**src/rtl/swc_pkg.sv**
```systemverilog
// Shared store-path types: size codes, default geometry and lane-mask helpers.
package swc_pkg;

  typedef enum logic [1:0] {
    SZ_BYTE  = 2'd0,
    SZ_HALF  = 2'd1,
    SZ_WORD  = 2'd2,
    SZ_DWORD = 2'd3
  } size_e;

  localparam int unsigned XLEN_DEFAULT  = 32;
  localparam int unsigned DEPTH_DEFAULT = 4;

  // Byte-enable pattern for an access of the given size, before lane shifting.
  function automatic logic [7:0] size_mask(input logic [1:0] sz);
    logic [7:0] m;
    case (size_e'(sz))
      SZ_BYTE:  m = 8'h01;
      SZ_HALF:  m = 8'h03;
      SZ_WORD:  m = 8'h0F;
      default:  m = 8'hFF;
    endcase
    return m;
  endfunction

  // Low address bits that must be zero for a naturally aligned access.
  function automatic logic [7:0] align_mask(input logic [1:0] sz);
    logic [7:0] m;
    case (size_e'(sz))
      SZ_BYTE:  m = 8'h00;
      SZ_HALF:  m = 8'h01;
      SZ_WORD:  m = 8'h03;
      default:  m = 8'h07;
    endcase
    return m;
  endfunction

endpackage

```
**src/rtl/swc_sync_fifo.sv**
```systemverilog
// Single-clock FIFO with flush; pointers wrap naturally since Depth is a power of two.
module swc_sync_fifo #(
  parameter int unsigned Width = 8,
  parameter int unsigned Depth = 4
) (
  input  logic             hclk,
  input  logic             hrstn,
  input  logic             i_flush,
  input  logic             i_push,
  input  logic [Width-1:0] i_data,
  input  logic             i_pop,
  output logic [Width-1:0] o_data,
  output logic             o_full,
  output logic             o_empty
);

  localparam int unsigned PtrW = $clog2(Depth);
  localparam logic [PtrW:0] CntFull = (PtrW + 1)'(Depth);

  logic [Width-1:0] r_mem [Depth];
  logic [PtrW-1:0]  r_wptr;
  logic [PtrW-1:0]  r_rptr;
  logic [PtrW:0]    r_count;
  logic             w_push;
  logic             w_pop;

  assign o_full  = (r_count == CntFull);
  assign o_empty = (r_count == '0);
  assign w_push  = i_push & ~o_full;
  assign w_pop   = i_pop & ~o_empty;
  assign o_data  = r_mem[r_rptr];

  always_ff @(posedge hclk or negedge hrstn) begin
    if (!hrstn) begin
      r_wptr  <= '0;
      r_rptr  <= '0;
      r_count <= '0;
    end else if (i_flush) begin
      r_wptr  <= '0;
      r_rptr  <= '0;
      r_count <= '0;
    end else begin
      if (w_push) r_wptr <= r_wptr + 1'b1;
      if (w_pop)  r_rptr <= r_rptr + 1'b1;
      if (w_push && !w_pop)      r_count <= r_count + 1'b1;
      else if (w_pop && !w_push) r_count <= r_count - 1'b1;
    end
  end

  // Storage is never observed while empty, so it needs no reset.
  always_ff @(posedge hclk) begin
    if (w_push && !i_flush) r_mem[r_wptr] <= i_data;
  end

endmodule

```
**src/rtl/exu_store_queue.sv**
```systemverilog
// Store queue between decode and MAU: address generation, lane alignment, FIFO buffering.
// Define STORE_MISALIGN_CHK_EN to reject misaligned stores with a misalign_err pulse.
module exu_store_queue
  import swc_pkg::*;
#(
  parameter int unsigned XLEN  = XLEN_DEFAULT,
  parameter int unsigned DEPTH = DEPTH_DEFAULT
) (
  input  logic              hclk,
  input  logic              hrstn,
  input  logic              flush,
  input  logic              req_valid,
  output logic              req_ready,
  input  logic [1:0]        req_size,
  input  logic [XLEN-1:0]   req_base,
  input  logic [XLEN-1:0]   req_data,
  input  logic [11:0]       req_imm,
  output logic              mau_valid,
  input  logic              mau_ready,
  output logic [XLEN-1:0]   mau_addr,
  output logic [XLEN-1:0]   mau_wdata,
  output logic [XLEN/8-1:0] mau_wstrb,
  output logic [1:0]        mau_size,
  output logic              misalign_err,
  output logic              q_empty
);

  localparam int unsigned NB  = XLEN / 8;
  localparam int unsigned OW  = $clog2(NB);
  localparam int unsigned EW  = 2 * XLEN + NB + 2;
  localparam bit          HasDword = (XLEN == 64);

  logic [XLEN-1:0] w_ea;
  logic [7:0]      w_amask8;
  logic [OW-1:0]   w_amask;
  logic            w_misalign;
  logic [XLEN-1:0] w_addr;
  logic [OW-1:0]   w_off;
  logic [15:0]     w_strb_wide;
  logic [NB-1:0]   w_wstrb;
  logic [XLEN-1:0] w_shifted;
  logic [XLEN-1:0] w_wdata;
  logic            w_accept;
  logic            w_push;
  logic            w_pop;
  logic            w_full;
  logic            w_empty;
  logic [EW-1:0]   w_head;

  assign w_ea       = req_base + {{(XLEN-12){req_imm[11]}}, req_imm};
  assign w_amask8   = align_mask(req_size);
  assign w_amask    = w_amask8[OW-1:0];
  assign w_misalign = (|(w_ea[OW-1:0] & w_amask)) | ((req_size == SZ_DWORD) & ~HasDword);
  assign w_accept   = req_valid & req_ready;

`ifdef STORE_MISALIGN_CHK_EN
  logic r_misalign_err;

  assign w_addr = w_ea;
  assign w_push = w_accept & ~flush & ~w_misalign;

  always_ff @(posedge hclk or negedge hrstn) begin
    if (!hrstn) r_misalign_err <= 1'b0;
    else        r_misalign_err <= w_accept & w_misalign;
  end
  assign misalign_err = r_misalign_err;
`else
  // Force natural alignment instead of trapping.
  assign w_addr       = {w_ea[XLEN-1:OW], w_ea[OW-1:0] & ~w_amask};
  assign w_push       = w_accept & ~flush;
  assign misalign_err = 1'b0;
`endif

  assign w_off       = w_addr[OW-1:0];
  assign w_strb_wide = {8'h00, size_mask(req_size)} << w_off;
  assign w_wstrb     = w_strb_wide[NB-1:0];
  assign w_shifted   = req_data << {w_off, 3'b000};

  always_comb begin
    w_wdata = '0;
    for (int i = 0; i < int'(NB); i++) begin
      w_wdata[8*i +: 8] = w_wstrb[i] ? w_shifted[8*i +: 8] : 8'h00;
    end
  end

  swc_sync_fifo #(
    .Width (EW),
    .Depth (DEPTH)
  ) u_fifo (
    .hclk    (hclk),
    .hrstn   (hrstn),
    .i_flush (flush),
    .i_push  (w_push),
    .i_data  ({w_addr, w_wdata, w_wstrb, req_size}),
    .i_pop   (w_pop),
    .o_data  (w_head),
    .o_full  (w_full),
    .o_empty (w_empty)
  );

  assign req_ready = ~w_full;
  assign mau_valid = ~w_empty;
  assign q_empty   = w_empty;
  assign w_pop     = mau_valid & mau_ready;

  // Payload is zeroed while empty so reset values appear without resetting storage.
  assign mau_addr  = w_empty ? '0 : w_head[EW-1 -: XLEN];
  assign mau_wdata = w_empty ? '0 : w_head[NB+2 +: XLEN];
  assign mau_wstrb = w_empty ? '0 : w_head[2 +: NB];
  assign mau_size  = w_empty ? '0 : w_head[1:0];

endmodule

```
**config.mk**
```make
export PLATFORM = sky130hd
export DESIGN_NAME = exu_store_queue
export DESIGN_NICKNAME = d
export VERILOG_FILES = /design/src/rtl/swc_pkg.sv /design/src/rtl/swc_sync_fifo.sv /design/src/rtl/exu_store_queue.sv
export SDC_FILE = /design/constraint.sdc
export NUM_CORES = 1
export LEC_CHECK = 0
export CORE_MARGIN = 3
export CORE_UTILIZATION = 23
export DETAILED_ROUTE_END_ITERATION = 10
export GPL_ROUTABILITY_DRIVEN = 0
export PLACE_DENSITY = 0.43
export SETUP_SLACK_MARGIN = 0.15
export SYNTH_ARGS = -nofsm -noshare
export SYNTH_HDL_FRONTEND = slang
export SYNTH_SLANG_ARGS = --single-unit
```
**constraint.sdc**
```tcl
create_clock -name hclk -period 6.6 [get_ports hclk]
set_input_delay 0.99 -clock hclk [delete_from_list [all_inputs] [get_ports hclk]]
set_output_delay 0.99 -clock hclk [all_outputs]
set_load 0.05 [all_outputs]
```
==> metrics.md <==
| Metric | Value |
|---|---|
| Hold WC Path Type | flip-flop to flip-flop |
| Storage cell area | ~8600 um2 |
| YS warnings | 0 |
| Mux cell area share after synthesis | 12.4% |
| Most instantiated library cell after synthesis | edfxtp_1 |
| Pre-Repair DR Iteration Count | 5 |
| Synth area leaders | edfxtp_1 (63%), mux4_2 (12%), and2_1 (3.9%) |
| Clock Tree Buf Depth | 3 |
| First-pass GRT wire length | 54100 um |
| Worst EP arrival | between 3 and 4 ns |
| CTS H-Tree Depth | 2 |
| Final ANT Viol Nets | 0 |
| Cell variety after synth | 61 |
| Internal power | between 4 and 5 mW |
| Main synth FF type | edfxtp_1 |
| Vias per cell | between 4 and 5 |
| Power Density | approximately 410 nW/um2 |
| Post-synthesis async set-or-reset flop share | between 2 and 2.5% |
| Clock transition at the registers of the reported paths | approximately 0.060 ns |
| Largest net degree at the start of global routing | 52 |
| Total Neg Setup Slack | 0 ns |
| Clock Skew | around 0.023 ns |
| Largest family of logic cells by synthesized area | multiplexers |
| Setup slack at placement | between 2 and 2.5 ns |
| Net Switching | 2.61 mW |
| Global Route Usage Sum | approximately an eighth |
| Max VDD drop | ~0.26 mV |
| CTS Buf Count | 35 |
| Final setup fails | 0 |
| Endpoints failing hold | 0 |
| Unrepaired setup endpoints after global routing | false |
| FP Rows | slightly below 90 |
| Sequential cell area fraction in the yosys report | roughly 64% |
| Most frequent cells after synthesis | edfxtp_1 (280), and2_1 (84), mux4_2 (70) |
| Period utilization | roughly two thirds |
| Max-slew violations | 0 |
| Cell area after placement | ~16000 um2 |
| Syn Inst Count | roughly 850 |
| Die span in x | 247 um |
| Ant. Diodes | 0 |
| WL/cell | about 20 um |
| Startpoint Class | flip-flop |
| Achievable frequency | between 0.2 and 0.25 GHz |
| Final WS setup | 2.21 ns |
| Core Area | 56900 um2 |
| Post-synthesis adder-cell area fraction | ~3.6% |
| Final core occ | between 20% and 30% |
| Max cap viols | 0 |
| Synthesized flop and latch total | 287 |
| Vias | around 8000 |
| Crit Path Class | flip-flop to primary output |
| Tightest Pin Transition | between 1 and 1.5 ns |
| Layout cells sized above 1 | 15.3% |
| Hpwl dp | between 20000 and 25000 um |
| Initial antenna violation count | 1 |
| # hold bufs at CTS | 0 |
| Clock Power Share | 27.4% |
| Die H | approximately 250 um |
| Multi-input gate area | ~4500 um2 |
| Hold_ws | roughly 0.57 ns |
| Design Area, Final | 16900 um2 |
| Avg Inst Size Synth | ~16 um2 |
| Port Buffers | about 160 |
| P_leak | around 5.4 nW |
| Number of flops mapped to enable cells by yosys | 280 |
| Worst setup EP type | primary output |
| Reg power frac | 33.2% |
| Resized cells post-CTS | 0 |
| Yosys top cell area share | 63.0% |
| Area leader, netlist | edfxtp_1 |
| Placed cells | approximately 1700 |
| WP data required | 5.61 ns |
| Initial core utilization | a little under a quarter |
| FILL cells | about 5600 |
| I/O pins | approximately 160 |
| Iter 0 DRT Violations | between 400 and 500 |
| DRC viols | 0 |
| Total die area | about 60000 um2 |
| Post-route minimum period | 4.39 ns |
| Status | finished, final reports clean |
| Syn_nets | 968 |
| Simple-Gate Fraction of Synth Area | 8.81% |
| Vias in the first global route | 8500 |
| Netlist Area Pre-Place | about 13000 um2 |
| Total power | 6.95 mW |
| Critical path fanouts, max | 40 |
| Setup bufs post-CTS | 0 |
| Relative slew slack | approximately 29% |
| Non-filler cells, final | around 1800 |
| Clk_lat worst skew | 0.54 ns |
| Compound-Gate Fraction of Synth Area | under 10% |
| CTS tree | yes |
| Clock sink total | ~290 |
| Switching Fraction | between 30 and 40% |
| Xor and xnor area share after synthesis | under 10% |
| Gr ovfl total | 0 |
| Clock root cell | clkbuf_16 |
| Layout Nets | 1128 |
| Comb power frac | 39.4% |
| DRT Wirelength | around 36000 um |
| Area Growth Syn to Fin | 26.6% |
[cell families after synthesis]
kind of cell / after synthesis
adders and majority gates: 37
other: 1
buffers and inverters: 60
AOI/OAI and AO/OA: 128
and+or+nand+nor: 226
DFF: 287
xor gates and xnor gates: 31
muxes: 78
[layout make-up]
type | instances | area share, %
Inverter | 17 | 0.378
Sequential cell | 287 | 50.8
Timing Repair Buffer | 166 | 9.75
Clock buffer | 40 | 5.30
Clock inverter | 23 | 1.49
Multi-Input combinational cell | 501 | 26.6
Tap cell | 756 | 5.60
[state kept, by name, summed over array words and instances, names as in the netlist]
| signal | flops |
|---|---|
| u_fifo.r_rptr | 2 |
| u_fifo.r_count | 3 |
| u_fifo.r_mem | 280 |
| u_fifo.r_wptr | 2 |
[routing by layer]
metal	part of all wire, %	track usage (%)	vias to the layer above
met4	2.0	3.26	0
met3	4.3	2.20	41
met1	45	15.7	3986
met5	0	0	-
li1	-	-	3614
met2	48	20.0	197
[critical path, cell delays in order, from the launching register on]
cell and delay (ns):
dfrtp_4 0.91, buf_12 0.39, mux4_2 0.55, and2_1 0.22
clkdlybuf4s50_1 0.71
[cell usage in the layout, fill, tap and decap left out, types with 5 or more instances in the layout]
cell type          n
a22oi_1            8
nand3_1           12
clkinv_1           8
o21ai_1            9
a211oi_1          19
nand2_1           43
mux2i_1            8
xor2_1            14
a21o_1             5
nand4_1            7
edfxtp_1         280
dfrtp_1            5
and2_1            80
mux4_2            70
inv_1             17
buf_4             10
clkbuf_1           5
clkbuf_16         35
nor3_1             6
ha_1              35
clkdlybuf4s50_1  155
nor2_1            51
xnor2_1           17
clkinv_2           6
nor2b_1           10
o21ai_0           12
a21oi_1           34
o21a_1            10
[final timing paths]
kind / end / cells after the start / start / slack (ns)
worst max-delay path: mau_wdata[6] / 4 / u_fifo.r_rptr[0] / 2.21
worst min-delay path: u_fifo.r_count[2] / 2 / u_fifo.r_count[2] / 0.57
worst max register to register: u_fifo.r_mem[2][55] / 6 / u_fifo.r_count[0] / 3.82
worst min register to register: u_fifo.r_count[2] / 2 / u_fifo.r_count[2] / 0.57
max in group asynchronous: u_fifo.r_rptr[1] / 1 / hrstn / 5.57
min in group asynchronous: u_fifo.r_count[2] / 1 / hrstn / 0.73
[power by group through the flow]
stage | Combinational [mW] | Sequential (mW) | Clock, mW
2_1_floorplan | 1.91 | 2.25 | 0
5_1_grt | 2.93 | 2.33 | 2.04
6_report | 2.74 | 2.31 | 1.91
3_3_place_gp | 2.81 | 2.35 | 0
4_1_cts | 2.81 | 2.31 | 1.97
3_5_place_dp | 2.81 | 2.35 | 0
Power figures use the tool's default switching activity.
